--- src/rtl/add_defs.vh ---
// State encodings for the add_serial control FSM, shared by the package and anything else that needs them.
`ifndef ADD_DEFS_VH
`define ADD_DEFS_VH

`define ADD_ST_IDLE 2'd0
`define ADD_ST_CALC 2'd1
`define ADD_ST_DONE 2'd2

`endif

--- src/rtl/add_serial_pkg.sv ---
// Shared types for the chunk-serial adder.
package add_serial_pkg;

`include "add_defs.vh"

  typedef enum logic [1:0] {
    ST_IDLE = `ADD_ST_IDLE,
    ST_CALC = `ADD_ST_CALC,
    ST_DONE = `ADD_ST_DONE
  } state_t;

endpackage

--- src/rtl/addc.sv ---
// CHUNK-bit combinational ripple adder; also exposes the carry into the MSB for overflow detection.
module addc #(
  parameter int W = 4
) (
  input  logic [W-1:0] a,
  input  logic [W-1:0] b,
  input  logic         cin,
  output logic [W-1:0] sum,
  output logic         cout,
  output logic         cmsb
);

  logic [W:0] c;

  assign c[0] = cin;

  generate
    for (genvar gi = 0; gi < W; gi++) begin : g_bit
      assign sum[gi]  = a[gi] ^ b[gi] ^ c[gi];
      assign c[gi+1]  = (a[gi] & b[gi]) | (c[gi] & (a[gi] ^ b[gi]));
    end
  endgenerate

  assign cout = c[W];
  assign cmsb = c[W-1];

endmodule

--- src/rtl/add_serial.sv ---
// Chunk-serial adder/subtractor: one CHUNK-bit slice per clock, LSB first, valid/ready on both sides.
module add_serial
  import add_serial_pkg::*;
#(
  parameter int WIDTH = 16,
  parameter int CHUNK = 4
) (
  input  logic             clk,
  input  logic             rst,
  input  logic             in_valid,
  output logic             in_ready,
  input  logic [WIDTH-1:0] A,
  input  logic [WIDTH-1:0] B,
  input  logic             Cin,
  input  logic             sub,
  output logic             out_valid,
  input  logic             out_ready,
  output logic [WIDTH-1:0] Sum,
  output logic             Cout,
  output logic             Ovf
);

  localparam int NCH = WIDTH / CHUNK;
  localparam int CW  = (NCH > 1) ? $clog2(NCH) : 1;
  localparam logic [CW-1:0] LAST = CW'(NCH - 1);

  state_t            state_reg, state_next;
  logic [WIDTH-1:0]  a_reg, b_reg, sum_reg;
  logic              carry_reg, cout_reg, ovf_reg;
  logic [CW-1:0]     cnt_reg;

  logic [CHUNK-1:0]  a_chunk, b_chunk, chunk_sum;
  logic              chunk_cout, chunk_cmsb;
  logic              last_chunk;

  assign a_chunk    = a_reg[cnt_reg*CHUNK +: CHUNK];
  assign b_chunk    = b_reg[cnt_reg*CHUNK +: CHUNK];
  assign last_chunk = (cnt_reg == LAST);

  addc #(.W(CHUNK)) u_addc (
    .a    (a_chunk),
    .b    (b_chunk),
    .cin  (carry_reg),
    .sum  (chunk_sum),
    .cout (chunk_cout),
    .cmsb (chunk_cmsb)
  );

  always_comb begin
    state_next = state_reg;
    case (state_reg)
      ST_IDLE: if (in_valid)   state_next = ST_CALC;
      ST_CALC: if (last_chunk) state_next = ST_DONE;
      ST_DONE: if (out_ready)  state_next = ST_IDLE;
      default:                 state_next = ST_IDLE;
    endcase
  end

  always_ff @(posedge clk) begin
    if (rst) begin
      state_reg <= ST_IDLE;
      a_reg     <= '0;
      b_reg     <= '0;
      sum_reg   <= '0;
      carry_reg <= 1'b0;
      cout_reg  <= 1'b0;
      ovf_reg   <= 1'b0;
      cnt_reg   <= '0;
    end else begin
      state_reg <= state_next;
      case (state_reg)
        ST_IDLE: begin
          // Subtraction is folded into addition: A + ~B + 1.
          if (in_valid) begin
            a_reg     <= A;
            b_reg     <= sub ? ~B : B;
            carry_reg <= sub ? 1'b1 : Cin;
            cnt_reg   <= '0;
          end
        end
        ST_CALC: begin
          sum_reg[cnt_reg*CHUNK +: CHUNK] <= chunk_sum;
          carry_reg <= chunk_cout;
          cnt_reg   <= cnt_reg + 1'b1;
          if (last_chunk) begin
            cout_reg <= chunk_cout;
            ovf_reg  <= chunk_cmsb ^ chunk_cout;
          end
        end
        default: ;
      endcase
    end
  end

  assign in_ready  = (state_reg == ST_IDLE);
  assign out_valid = (state_reg == ST_DONE);
  assign Sum       = sum_reg;
  assign Cout      = cout_reg;
  assign Ovf       = ovf_reg;

endmodule

--- config.mk ---
export PLATFORM = sky130hd
export DESIGN_NAME = add_serial
export DESIGN_NICKNAME = d
export VERILOG_FILES = /design/src/rtl/add_serial_pkg.sv /design/src/rtl/addc.sv /design/src/rtl/add_serial.sv
export VERILOG_INCLUDE_DIRS = /design/src /design/src/rtl
export SDC_FILE = /design/constraint.sdc
export NUM_CORES = 1
export LEC_CHECK = 0
export ABC_CLOCK_PERIOD_IN_PS = 4750
export CAP_MARGIN = 25
export CORE_MARGIN = 4
export CORE_UTILIZATION = 40
export CTS_BUF_LIST = sky130_fd_sc_hd__clkbuf_2 sky130_fd_sc_hd__clkbuf_4 sky130_fd_sc_hd__clkbuf_8
export CTS_CLUSTER_SIZE = 12
export DETAILED_ROUTE_END_ITERATION = 8
export GPL_ROUTABILITY_DRIVEN = 0
export PLACE_DENSITY = 0.66
export SKIP_CTS_REPAIR_TIMING = 1
export SYNTH_ARGS = -nofsm -noshare
export SYNTH_HDL_FRONTEND = slang
export SYNTH_HIERARCHICAL = 1
export SYNTH_SLANG_ARGS = --single-unit
export TNS_END_PERCENT = 30
--- constraint.sdc ---
create_clock -name clk -period 4.75 [get_ports clk]
set_input_delay 0.95 -clock clk [delete_from_list [all_inputs] [get_ports clk]]
set_output_delay 0.95 -clock clk [all_outputs]
set_load 0.01 [all_outputs]
==> results.py <==
metrics = {
    "logic_synthesis": {
        "synth_cell_types": 35,
        "synth_common_cells": "dfxtp_1, nand2_1, a21oi_1",
        "synth_top_area_share": 0.4198,
        "syn_inst": 267,
        "syn_area_per_cell_um2": 9.822,
        "synth_edf_count": 0,
        "synth_seq_cells": 55,
        "syn-num-nets": 314,
        "dominantRegCellSynth": "dfxtp_1",
        "yosys.area.top_type": "dfxtp_1",
        "synth_most_common_cell": "dfxtp_1",
        "synthTopCellsByArea": "dfxtp_1, a211oi_2, mux4_2",
        "synth_warnings": 6,
        "ys_async_sr_fraction": 0,
        "yosysSeqAreaShare": 0.4198,
        "syn-cell-area_mm2": 0.002623,
    },
    "critical_path": {
        "cpMaxStageDelayCell": "mux4_2",
        "r2r_start": "cnt_reg[0]",
        "path_common_cell": "fa_1",
        "crit_end": "Sum[3]",
        "worst-path-buf-inv": 3,
        "crit_path_start": "cnt_reg[0]",
        "start_kind": "flip-flop",
        "rrSetupSlack_ns": 1.80,
        "end_kind": "flip-flop",
        "r2r_cells": 10,
        "max_stage_delay_ns": 0.56,
        "crit_chain": "buf_4 -> mux4_2 -> fa_1 -> inv_1 -> fa_1 -> fa_1 -> inv_1 -> fa_1 -> nand4_1 -> a21oi_1",
        "r2r-end": "Sum[3]",
        "worstPathRequired_ns": 5.00,
        "criticalPathCategory": "reg2reg",
        "path_depth": 10,
        "critical-path-top-delay-family": "adder cells",
        "cp_max_fo": 15,
        "cp_data_arrival_time_ns": 3.19,
    },
    "sta": {
        "tns_ns": 0,
        "finalWorstSetupSlack_ns": 1.804,
        "max-slew-margin-rel": 0.3886,
        "period_minus_slack_ns": 2.946,
        "worst_clock_skew_ns": 0.005064,
        "fin_crit_sh": 0.6203,
        "rsz0062_at_grt": "no",
        "setup_viol": 0,
        "max_freq_mhz": 339.4,
        "slew_violations": 0,
        "worstMarginPinSlew_ns": 0.9142,
        "hold_viol_final": 0,
    },
    "route": {
        "first_pass_iters": 4,
        "drt_iter0_drc": 57,
        "wl_per_cell_um": 14.01,
        "route.detailed.drc": 0,
        "wirelength_um": 5493,
        "drtAntennaViolNets": 0,
        "vias": 1995,
        "viasPerCell": 5.089,
    },
    "floorplanning": {
        "io_pins": 58,
        "die_x_um": 88.97,
        "die_h_um": 88.97,
        "initial_core_util": 0.4130,
        "dieArea_mm2": 0.007916,
        "rows": 29,
        "coreArea_mm2": 0.006350,
    },
    "finish": {
        "num_antenna_cells": 0,
        "drive_above_1_share": 0.1270,
        "final_area_mm2": 0.003291,
        "final_util": 0.5182,
        "nets": 361,
        "syn2layout_area_growth_pct": 25.48,
    },
    "pwr": {
        "p_seq_frac": 0.533,
        "clkPwrFrac": 0.280,
        "power_switching_w": 0.0002577,
        "peakVddDrop_mv": 0.1426,
        "power_density_mw_per_mm2": 285.3,
        "internal_power_w": 0.0006811,
        "finalPower_w": 0.0009388,
        "switching_share": 0.2745,
        "p_leak_nw": 1.152,
        "p_comb_frac": 0.188,
    },
    "placement": {
        "numPortBuffers": 57,
        "place_ws_ns": 1.835,
        "dpl.hpwl_um": 3853,
        "dpl_cell_area_mm2": 0.003182,
    },
    "clocking": {
        "insertion_delay_ns": 0.31,
        "h-tree-depth": 2,
        "cts_buffer_depth": 2,
        "cts_buffers": 5,
        "numClockSinks": 55,
        "cts_tree": "built",
        "cts_root_buffer": "clkbuf_8",
        "cts.clk_slew.worst_paths_ns": 0.10,
    },
    "global_routing": {
        "antenna_found_initial": 0,
        "grt_max_degree": 52,
        "overflow": 0,
        "track_usage": 0.1487,
        "grt_pass1_vias": 1990,
        "grt_pass1_wl_um": 9045,
    },
    "flow_run": {
        "max-cap-violations": 0,
    },
    "status": {
        "status": "complete, no violations",
    },
    "min_path": {
        "hold_class": "reg2reg",
    },
}
==> layout by cell type, fill, tap and decap left out, types with 2 or more instances in the layout <==
cell	n
fa_1	4
inv_1	10
dfxtp_1	55
xnor2_1	17
nand2_1	45
clkdlybuf4s50_1	56
clkbuf_8	5
nor2_1	21
a21oi_1	29
nor2b_1	2
nand3b_1	2
mux4_2	8
nand3_1	4
a211oi_2	16
ha_1	5
o21ai_0	2
a211oi_1	2
buf_4	2
a22o_1	8
nand4_1	4
==> power by group through the flow <==
stage               Combinational [W]  Sequential, W  Clock (W)
finish                       0.000176       0.000500   0.000262
global route                 0.000195       0.000504   0.000292
CTS                          0.000176       0.000500   0.000267
detailed placement           0.000175       0.000511          0
global placement             0.000173       0.000512          0
floorplan                    0.000121       0.000506          0
==> routing by layer <==
metal  vias up  routed length, µm  track usage
li1       1008                  -            -
met1       935               2435       0.1813
met2        48               2677       0.2544
met3         4                330      0.05253
met4         0                 49      0.03248
met5         -                  0            0
==> cell families (layout without fill, tap and decap cells) <==
group	after synthesis	after routing	synth area share
xor+xnor	17	17	0.05677
mux	8	8	0.06870
flops	55	55	0.4198
simple gates	88	88	0.1622
buf+inv	30	78	0.06155
fa+ha+maj	9	9	0.05439
compound gates	60	60	0.1765
==> per-stage QoR <==
step / hold slack, ns / instances
4_1_cts: 0.4561 / 391
2_1_floorplan: 0.4331 / 267
3_3_place_gp: 0.4413 / 383
5_1_grt: 0.4808 / 392
6_report: 0.4550 / 392
3_5_place_dp: 0.4434 / 383
==> how the worst min path moves through the flow <==
| stage | startpoint | end | cells past startpoint |
|---|---|---|---|
| finish | Sum[1] | Sum[1] | 2 |
| global route | a_reg[12] | a_reg[12] | 2 |
| CTS | Sum[1] | Sum[1] | 2 |
| detailed placement | a_reg[15] | a_reg[15] | 2 |
| global placement | a_reg[15] | a_reg[15] | 2 |
| floorplan | a_reg[10] | a_reg[10] | 2 |
==> worst register-to-register path, delay by kind of cell (launching register included) <==
family                   cells  cell delay, ns
buffers and inverters        3            0.38
multiplexers                 1            0.56
flip-flops                   1            0.32
AO/OA/AOI/OAI                1            0.17
AND/OR/NAND/NOR              1            0.11
adder cells (fa/ha/maj)      4            1.33
==> cell type report <==
cell class,instances,area [µm²]
fillers,599,3059
multi-input cells,182,1366
flip-flops and latches,55,1101
repair buffers,60,600.6
well taps,77,96.34
clock buffers,6,76.32
inverters,10,37.54
clock inverters,2,12.51
Note: power is estimated with default switching activity, not from simulation.
